===== config.mk =====
export PLATFORM = sky130hd
export DESIGN_NAME = dw_window_generator_flat
export DESIGN_NICKNAME = d
export VERILOG_FILES = /design/src/rtl/dw_window_generator_if.sv /design/src/rtl/dw_window_generator.sv /design/src/flat_wrapper.sv
export SDC_FILE = /design/constraint.sdc
export NUM_CORES = 2
export LEC_CHECK = 0
export BUFFER_PORTS_ARGS = -buffer_cell sky130_fd_sc_hd__buf_2
export CAP_MARGIN = 20
export CORE_MARGIN = 10
export CORE_UTILIZATION = 50
export CTS_BUF_LIST = sky130_fd_sc_hd__clkbuf_4 sky130_fd_sc_hd__clkbuf_8
export DETAILED_ROUTE_END_ITERATION = 7
export GPL_TIMING_DRIVEN = 0
export PLACE_DENSITY = 0.77
export SYNTH_ARGS = -nofsm -noshare
export SYNTH_HDL_FRONTEND = slang
export SYNTH_SLANG_ARGS = --single-unit

===== constraint.sdc =====
create_clock -name clock -period 13.55 [get_ports clock]
set_input_delay 2.71 -clock clock [delete_from_list [all_inputs] [get_ports clock]]
set_output_delay 2.71 -clock clock [all_outputs]
set_load 0.1 [all_outputs]

===== src/rtl/dw_window_generator_if.sv =====
// Pixel-in / window-out stream bundle for dw_window_generator.
//   pixel_in, pixel_valid, pixel_ready     : raster-order uint8 activation stream
//   window_out[k], k = 3*dy + dx           : 3x3 window, dy=0 top row, dx=0 left column
//   window_valid, window_ready             : window handshake
//   window_row, window_col                 : output-map coordinates of window_out
// The slave modport is the generator's view; the master modport is the producer/consumer side.
interface dw_window_generator_if;
  logic [7:0]      pixel_in;
  logic            pixel_valid;
  logic            pixel_ready;
  logic [8:0][7:0] window_out;
  logic            window_valid;
  logic            window_ready;
  logic [7:0]      window_row;
  logic [7:0]      window_col;

  modport master (
    output pixel_in, pixel_valid, window_ready,
    input  pixel_ready, window_out, window_valid, window_row, window_col
  );

  modport slave (
    input  pixel_in, pixel_valid, window_ready,
    output pixel_ready, window_out, window_valid, window_row, window_col
  );
endinterface


===== src/rtl/dw_window_generator.sv =====
// Line-buffer 3x3 sliding-window generator ("valid" windowing, stride 1 or 2).
// Ports:
//   clock, reset        : clock; synchronous active-high reset
//   cfg_width/height    : frame size W (3..MAX_WIDTH) and H (3..255), latched on frame_start
//   cfg_stride2         : 0 = stride 1, 1 = stride 2
//   frame_start         : start pulse, only honoured while idle
//   strm                : pixel input and window output streams (slave side)
//   frame_done          : one-cycle pulse after the last window is consumed
//   cfg_error           : one-cycle pulse after a frame_start with an illegal configuration
//   busy                : high whenever a frame is in progress
module dw_window_generator #(
  parameter int unsigned MAX_WIDTH = 112
) (
  input  logic                 clock,
  input  logic                 reset,
  input  logic [7:0]           cfg_width,
  input  logic [7:0]           cfg_height,
  input  logic                 cfg_stride2,
  input  logic                 frame_start,
  dw_window_generator_if.slave strm,
  output logic                 frame_done,
  output logic                 cfg_error,
  output logic                 busy
);

  localparam int unsigned LbAw      = (MAX_WIDTH > 1) ? $clog2(MAX_WIDTH) : 1;
  localparam logic [8:0]  MaxWidth9 = 9'(MAX_WIDTH);

  typedef enum logic [1:0] {StIdle, StStream, StDrain, StDone} state_e;

  state_e          state_q;
  logic [7:0]      width_q, height_q;
  logic            stride2_q;
  logic [7:0]      ir_q, ic_q;
  logic [8:0][7:0] win_q, win_d;
  logic            win_valid_q;
  logic [7:0]      row_q, col_q;
  logic            frame_done_q, cfg_error_q;

  // Two previous rows; not reset, emission waits until both have been written this frame.
  logic [7:0] lb_top [MAX_WIDTH];
  logic [7:0] lb_mid [MAX_WIDTH];

  logic            cfg_ok;
  logic            pix_ready;
  logic            accept;
  logic            emit;
  logic            last_col, last_row;
  logic [LbAw-1:0] lb_idx;
  logic [7:0]      col_top, col_mid;
  logic [7:0]      row_base, col_base;

  assign cfg_ok = (cfg_width >= 8'd3) && ({1'b0, cfg_width} <= MaxWidth9) &&
                  (cfg_height >= 8'd3);

  // Combinational from window_ready so a consumed window frees the slot in the same cycle.
  assign pix_ready = (state_q == StStream) && (!win_valid_q || strm.window_ready);
  assign accept    = strm.pixel_valid && pix_ready;

  assign lb_idx   = ic_q[LbAw-1:0];
  assign col_top  = lb_top[lb_idx];
  assign col_mid  = lb_mid[lb_idx];
  assign last_col = (ic_q == width_q - 8'd1);
  assign last_row = (ir_q == height_q - 8'd1);
  assign emit     = (ir_q >= 8'd2) && (ic_q >= 8'd2) && (!stride2_q || (!ir_q[0] && !ic_q[0]));
  assign row_base = ir_q - 8'd2;
  assign col_base = ic_q - 8'd2;

  // Shift the window left one column; the new column enters at dx=2.
  always_comb begin
    win_d    = win_q;
    win_d[0] = win_q[1];
    win_d[1] = win_q[2];
    win_d[2] = col_top;
    win_d[3] = win_q[4];
    win_d[4] = win_q[5];
    win_d[5] = col_mid;
    win_d[6] = win_q[7];
    win_d[7] = win_q[8];
    win_d[8] = strm.pixel_in;
  end

  always_ff @(posedge clock) begin
    if (accept) begin
      lb_top[lb_idx] <= col_mid;
      lb_mid[lb_idx] <= strm.pixel_in;
    end
  end

  always_ff @(posedge clock) begin
    if (reset) begin
      state_q      <= StIdle;
      width_q      <= '0;
      height_q     <= '0;
      stride2_q    <= 1'b0;
      ir_q         <= '0;
      ic_q         <= '0;
      win_q        <= '0;
      win_valid_q  <= 1'b0;
      row_q        <= '0;
      col_q        <= '0;
      frame_done_q <= 1'b0;
      cfg_error_q  <= 1'b0;
    end else begin
      frame_done_q <= 1'b0;
      cfg_error_q  <= 1'b0;
      case (state_q)
        StIdle: begin
          if (frame_start) begin
            if (cfg_ok) begin
              width_q   <= cfg_width;
              height_q  <= cfg_height;
              stride2_q <= cfg_stride2;
              ir_q      <= '0;
              ic_q      <= '0;
              state_q   <= StStream;
            end else begin
              cfg_error_q <= 1'b1;
            end
          end
        end
        StStream: begin
          if (accept) begin
            win_q <= win_d;
            if (last_col) begin
              ic_q <= '0;
              ir_q <= ir_q + 8'd1;
            end else begin
              ic_q <= ic_q + 8'd1;
            end
            if (emit) begin
              win_valid_q <= 1'b1;
              row_q       <= stride2_q ? {1'b0, row_base[7:1]} : row_base;
              col_q       <= stride2_q ? {1'b0, col_base[7:1]} : col_base;
            end else if (strm.window_ready) begin
              win_valid_q <= 1'b0;
            end
            if (last_col && last_row) begin
              state_q <= StDrain;
            end
          end else if (strm.window_ready) begin
            win_valid_q <= 1'b0;
          end
        end
        StDrain: begin
          if (!win_valid_q || strm.window_ready) begin
            win_valid_q  <= 1'b0;
            frame_done_q <= 1'b1;
            state_q      <= StDone;
          end
        end
        StDone: begin
          state_q <= StIdle;
        end
        default: begin
          state_q <= StIdle;
        end
      endcase
    end
  end

  assign strm.pixel_ready  = pix_ready;
  assign strm.window_out   = win_q;
  assign strm.window_valid = win_valid_q;
  assign strm.window_row   = row_q;
  assign strm.window_col   = col_q;
  assign frame_done        = frame_done_q;
  assign cfg_error         = cfg_error_q;
  assign busy              = (state_q != StIdle);

endmodule


===== src/flat_wrapper.sv =====
// flat-port wrapper written by rule: the top's interface ports become plain ports
module dw_window_generator_flat 
#(
  parameter int unsigned MAX_WIDTH = 112
)
  (clock, reset, cfg_width, cfg_height, cfg_stride2, frame_start, frame_done, cfg_error, busy, strm_pixel_in, strm_pixel_valid, strm_window_ready, strm_pixel_ready, strm_window_out, strm_window_valid, strm_window_row, strm_window_col);
  dw_window_generator_if strm_i ();
  input  logic clock;
  input  logic reset;
  input  logic [7:0] cfg_width;
  input  logic [7:0] cfg_height;
  input  logic cfg_stride2;
  input  logic frame_start;
  output logic frame_done;
  output logic cfg_error;
  output logic busy;
  input wire logic [$bits(strm_i.pixel_in)-1:0] strm_pixel_in;
  input wire logic [$bits(strm_i.pixel_valid)-1:0] strm_pixel_valid;
  input wire logic [$bits(strm_i.window_ready)-1:0] strm_window_ready;
  output wire logic [$bits(strm_i.pixel_ready)-1:0] strm_pixel_ready;
  output wire logic [$bits(strm_i.window_out)-1:0] strm_window_out;
  output wire logic [$bits(strm_i.window_valid)-1:0] strm_window_valid;
  output wire logic [$bits(strm_i.window_row)-1:0] strm_window_row;
  output wire logic [$bits(strm_i.window_col)-1:0] strm_window_col;
  assign strm_i.pixel_in = strm_pixel_in;
  assign strm_i.pixel_valid = strm_pixel_valid;
  assign strm_i.window_ready = strm_window_ready;
  assign strm_pixel_ready = strm_i.pixel_ready;
  assign strm_window_out = strm_i.window_out;
  assign strm_window_valid = strm_i.window_valid;
  assign strm_window_row = strm_i.window_row;
  assign strm_window_col = strm_i.window_col;
  dw_window_generator #(.MAX_WIDTH(MAX_WIDTH)) u_core (.clock(clock), .reset(reset), .cfg_width(cfg_width), .cfg_height(cfg_height), .cfg_stride2(cfg_stride2), .frame_start(frame_start), .strm(strm_i), .frame_done(frame_done), .cfg_error(cfg_error), .busy(busy));
endmodule

==> run summary <==
The flow ran to the end, and the final reports show no timing, DRC or antenna violations. Top cell type by total area after synthesis: edfxtp_1. The worst max-slew margin expressed relative to the limit was 7.15%. STA puts the critical path data required time at 10.84 ns. Based on the critical path, the design can be clocked at up to 158 MHz. For this run, the total global-route usage over all layers was measured as 28.6%. Setup total negative slack on the finished layout was measured at 0 ns.

Of all nets on the critical path, the largest fanout is 6. Once the clock tree was built, the setup fixing pass inserted 0 buffers. The horizontal die dimension works out to 407 um. The ratio of cells with drive above 1 in the final layout is 33.2%, and the via count normalized by instance count is 6.68. Before antenna repair, the detailed router went through 8 iterations. The mapped netlist covers 74800 um2. STA puts the critical path data arrival time at 3.63 ns. The die covers 166000 um2.

Launching element type of the critical path: a primary input. For the net count after synthesis, the log shows 3715. By startpoint and endpoint, the worst setup path is classified as in2out.

The clock latency reported for the late side of the worst-skew pair was 1.03 ns. The synthesized design contains 1925 register bits. STA classifies the critical path endpoint as a primary output.

The area of all placed cells without fillers was 86900 um2; the core area was 148000 um2. Setup repair after global routing left no endpoint under its margin. The tree is rooted in a clkbuf_8. After detailed routing, the number of remaining DRC violations is 0. For the number of clock sinks, the log shows 1925.

The proportion of register bits with asynchronous set or reset after synthesis is 0%. The number of max-capacitance violations reported was 0; the number of antenna violations at the first check in global routing was 14. The clock arrives with 0.0939 ns of skew. The path class of the tightest hold or removal check is reg2reg. For this run, the register share of the synthesized area comes to 75.5%. The tools report the largest net degree at the start of global routing as 103. In this run, the number of DRC markers left after iteration 0 of detailed routing was 7761. The tools report the number of distinct library cells after synthesis as 79. Routability-driven placement finished with a final weighted congestion of 1.01.

By area the synthesized netlist is led by edfxtp_1, mux4_2, dfxtp_1. From synthesis to final layout, the design area changed by 16.1%. The number of enable-type register cells in the synthesized netlist is 1792, and the synthesized area divided by synthesized cell count is 20.4 um2. For this design the ratio of total power to cell area is 159 nW/um2. The buffer levels on the longest clock path is 4. TritonCTS created 310 clock buffers. The post-CTS clock slew at the launch and capture registers of the worst setup and hold paths was 0.06 ns. The worst voltage drop across the vdd grid was 0.0000948 V; the quantity of gates resized following cts was 0. The most used flip-flop cell after synthesis is edfxtp_1. The first global-routing pass estimated 326000 um of wire. TritonCTS built the clock tree. The logs give 0 for the number of setup violations in the final report and 0 for the final number of max-transition violations.

The share of the synthesized area in the top cell type is 71.9%, and the final number of hold-violating endpoints is 0. The logs give 41662 for the via count of the first global-routing pass and 5 for the total number of H-tree levels. The logs give 238000 um for the sum of routed wire length over all layers and 50.5% for the initial core utilization. Once detail routing completed, the nets flagged for antenna violations numbered 0. For the net count reported at finish, the log shows 4297. The cell count after synthesis came out at 3669.

Summing over every cut layer, the via total after detailed routing is 42678. The total of warnings raised by yosys is 0, and the minimum clock period after layout is 6.34 ns. Summed over all nets, the half-perimeter wirelength after detailed placement is 164000 um. For the worst hold margin, the log shows 0.455 ns.

In this run the count of I/O pins placed on the die edge is 123. From bottom edge to top edge, the die measures 407 um. For this design the static power due to leakage is 27.4 nW.

Dividing the detail-routed wire length by the instance count gives 37.2 um. Buffers inserted to repair hold after CTS numbered 0. In the finished design, the share of the clock period the worst path needs comes to 46.8%. The area of placed instances was 81100 um2; the number of rows in the core area was 141.

The total overflow left after global routing is 0. For the sum of internal, switching and leakage power, the log shows 0.0138 W. At the pin with the least slew margin, the transition time is 1.39 ns.

During placement, the flow inserted port buffers numbering 121.
[registers in the layout (all words and copies together), names as in the netlist, named ones only]
name	count
u_core.lb_top	896
u_core.stride2_q	1
u_core.ic_q	8
u_core.cfg_error	1
u_core.strm.window_valid	1
u_core.height_q	8
u_core.strm.window_row	8
u_core.strm.window_col	8
u_core.width_q	8
u_core.frame_done	1
u_core.ir_q	8
u_core.strm.window_out	72
u_core.lb_mid	896
u_core.state_q	2
[cell usage in the layout (no fill, tap or decap), types with 16 or more instances in the layout]
cell type  netlist  layout
clkinv_2         0      19
xnor2_1         23      23
clkbuf_8         0     320
ha_1            16      16
buf_8            1      82
clkbuf_1        83      82
mux2i_1        102     102
clkbuf_4         0     104
o21ai_0         28      28
nand3_1         21      21
dfxtp_1        133     133
edfxtp_1      1792    1792
nor2_1         222     102
a221oi_1        20      20
buf_2           58     175
nand2_1        217     217
buf_16           0      53
a21oi_1        101     101
buf_4           30      39
a22oi_1         28      28
inv_1           18      18
clkinv_1         0      61
nor3_1          29      29
nor2_2           1     106
mux4_2         492     492
[worst paths after layout]
path	start	to	slack (ns)	depth (start not counted)
worst max register to register	flip-flop	u_core.lb_top[78][3]	7.40	11
worst min register to register	u_core.strm.window_out[28]	u_core.strm.window_out[28]	0.46	2
worst max-delay path	strm_window_ready	strm_pixel_ready	7.21	4
worst min-delay path	u_core.strm.window_out[28]	u_core.strm.window_out[28]	0.46	2
[logic make-up (layout without fill, tap and decap cells)]
family	Yosys count	after routing	synth area share (%)
multiplexers	607	607	16.4
flip-flops	1925	1925	75.5
AO/OA/AOI/OAI	280	280	2.57
other	0	5	0
XOR/XNOR	36	36	0.421
AND/OR/NAND/NOR	580	580	3.36
adder cells (fa/ha/maj)	16	16	0.268
buffers and inverters	225	1012	1.54
[Yosys cell counts (all sizes together), types with 5 or more instances]
cell type,number
nor2b,12
ha,16
a211oi,12
a31oi,9
xor2,13
buf,121
nor2,223
nand2b,15
o31ai,8
o21ai,36
nor4,13
nand4,5
mux2i,102
a21oi,101
a221oi,20
o211ai,5
nand2,217
nand3b,9
mux4,492
o311ai,6
and2,8
o21bai,5
and3,12
inv,21
clkbuf,83
a2111oi,6
xnor2,23
edfxtp,1792
dfxtp,133
a22oi,28
a22o,10
nand3,21
nor3,30
mux2,13
[critical path: stages]
cell	delay (ns)
buf_2	0.09
nand2b_1	0.22
and2_1	0.18
buf_2	0.43
[routing by layer]
metal | routed length, um | GRT usage, %
met4 | 18800 | 19.8
met3 | 34900 | 10.5
met5 | 117 | 0
met1 | 78000 | 35.3
met2 | 106000 | 42.0
[stage by stage]
| stage | std cells | setup WS, ns | utilization, % |
|---|---|---|---|
| 4_1_cts | 6379 | 7.22 | 58.6 |
| 3_3_place_gp | 5720 | 3.55 | 52.5 |
| 5_1_grt | 6387 | 7.15 | 58.6 |
| 3_5_place_dp | 5862 | 6.69 | 54.7 |
| 2_1_floorplan | 3669 | 7.19 | - |
| 6_report | 6391 | 7.21 | 58.7 |
[cell type report]
| type | instances | area, um2 |
|---|---|---|
| inverters | 21 | 78.8 |
| flip-flops and latches | 1925 | 56500 |
| multi-input cells | 1519 | 17600 |
| plain buffers | 204 | 1080 |
| diodes | 5 | 12.5 |
| fillers | 10114 | 61300 |
| clock buffers | 423 | 5180 |
| repair buffers | 270 | 3540 |
| well taps | 1930 | 2410 |
| clock inverters | 94 | 547 |
[power breakdown]
part           internal (W)  leakage [nW]  switching (W)
Combinational      0.000841          7.14        0.00143
Sequential          0.00676          17.2      0.0000436
Clock               0.00255          3.03        0.00222
Total                0.0102          27.4        0.00369
(Power assumes the default switching activity.)
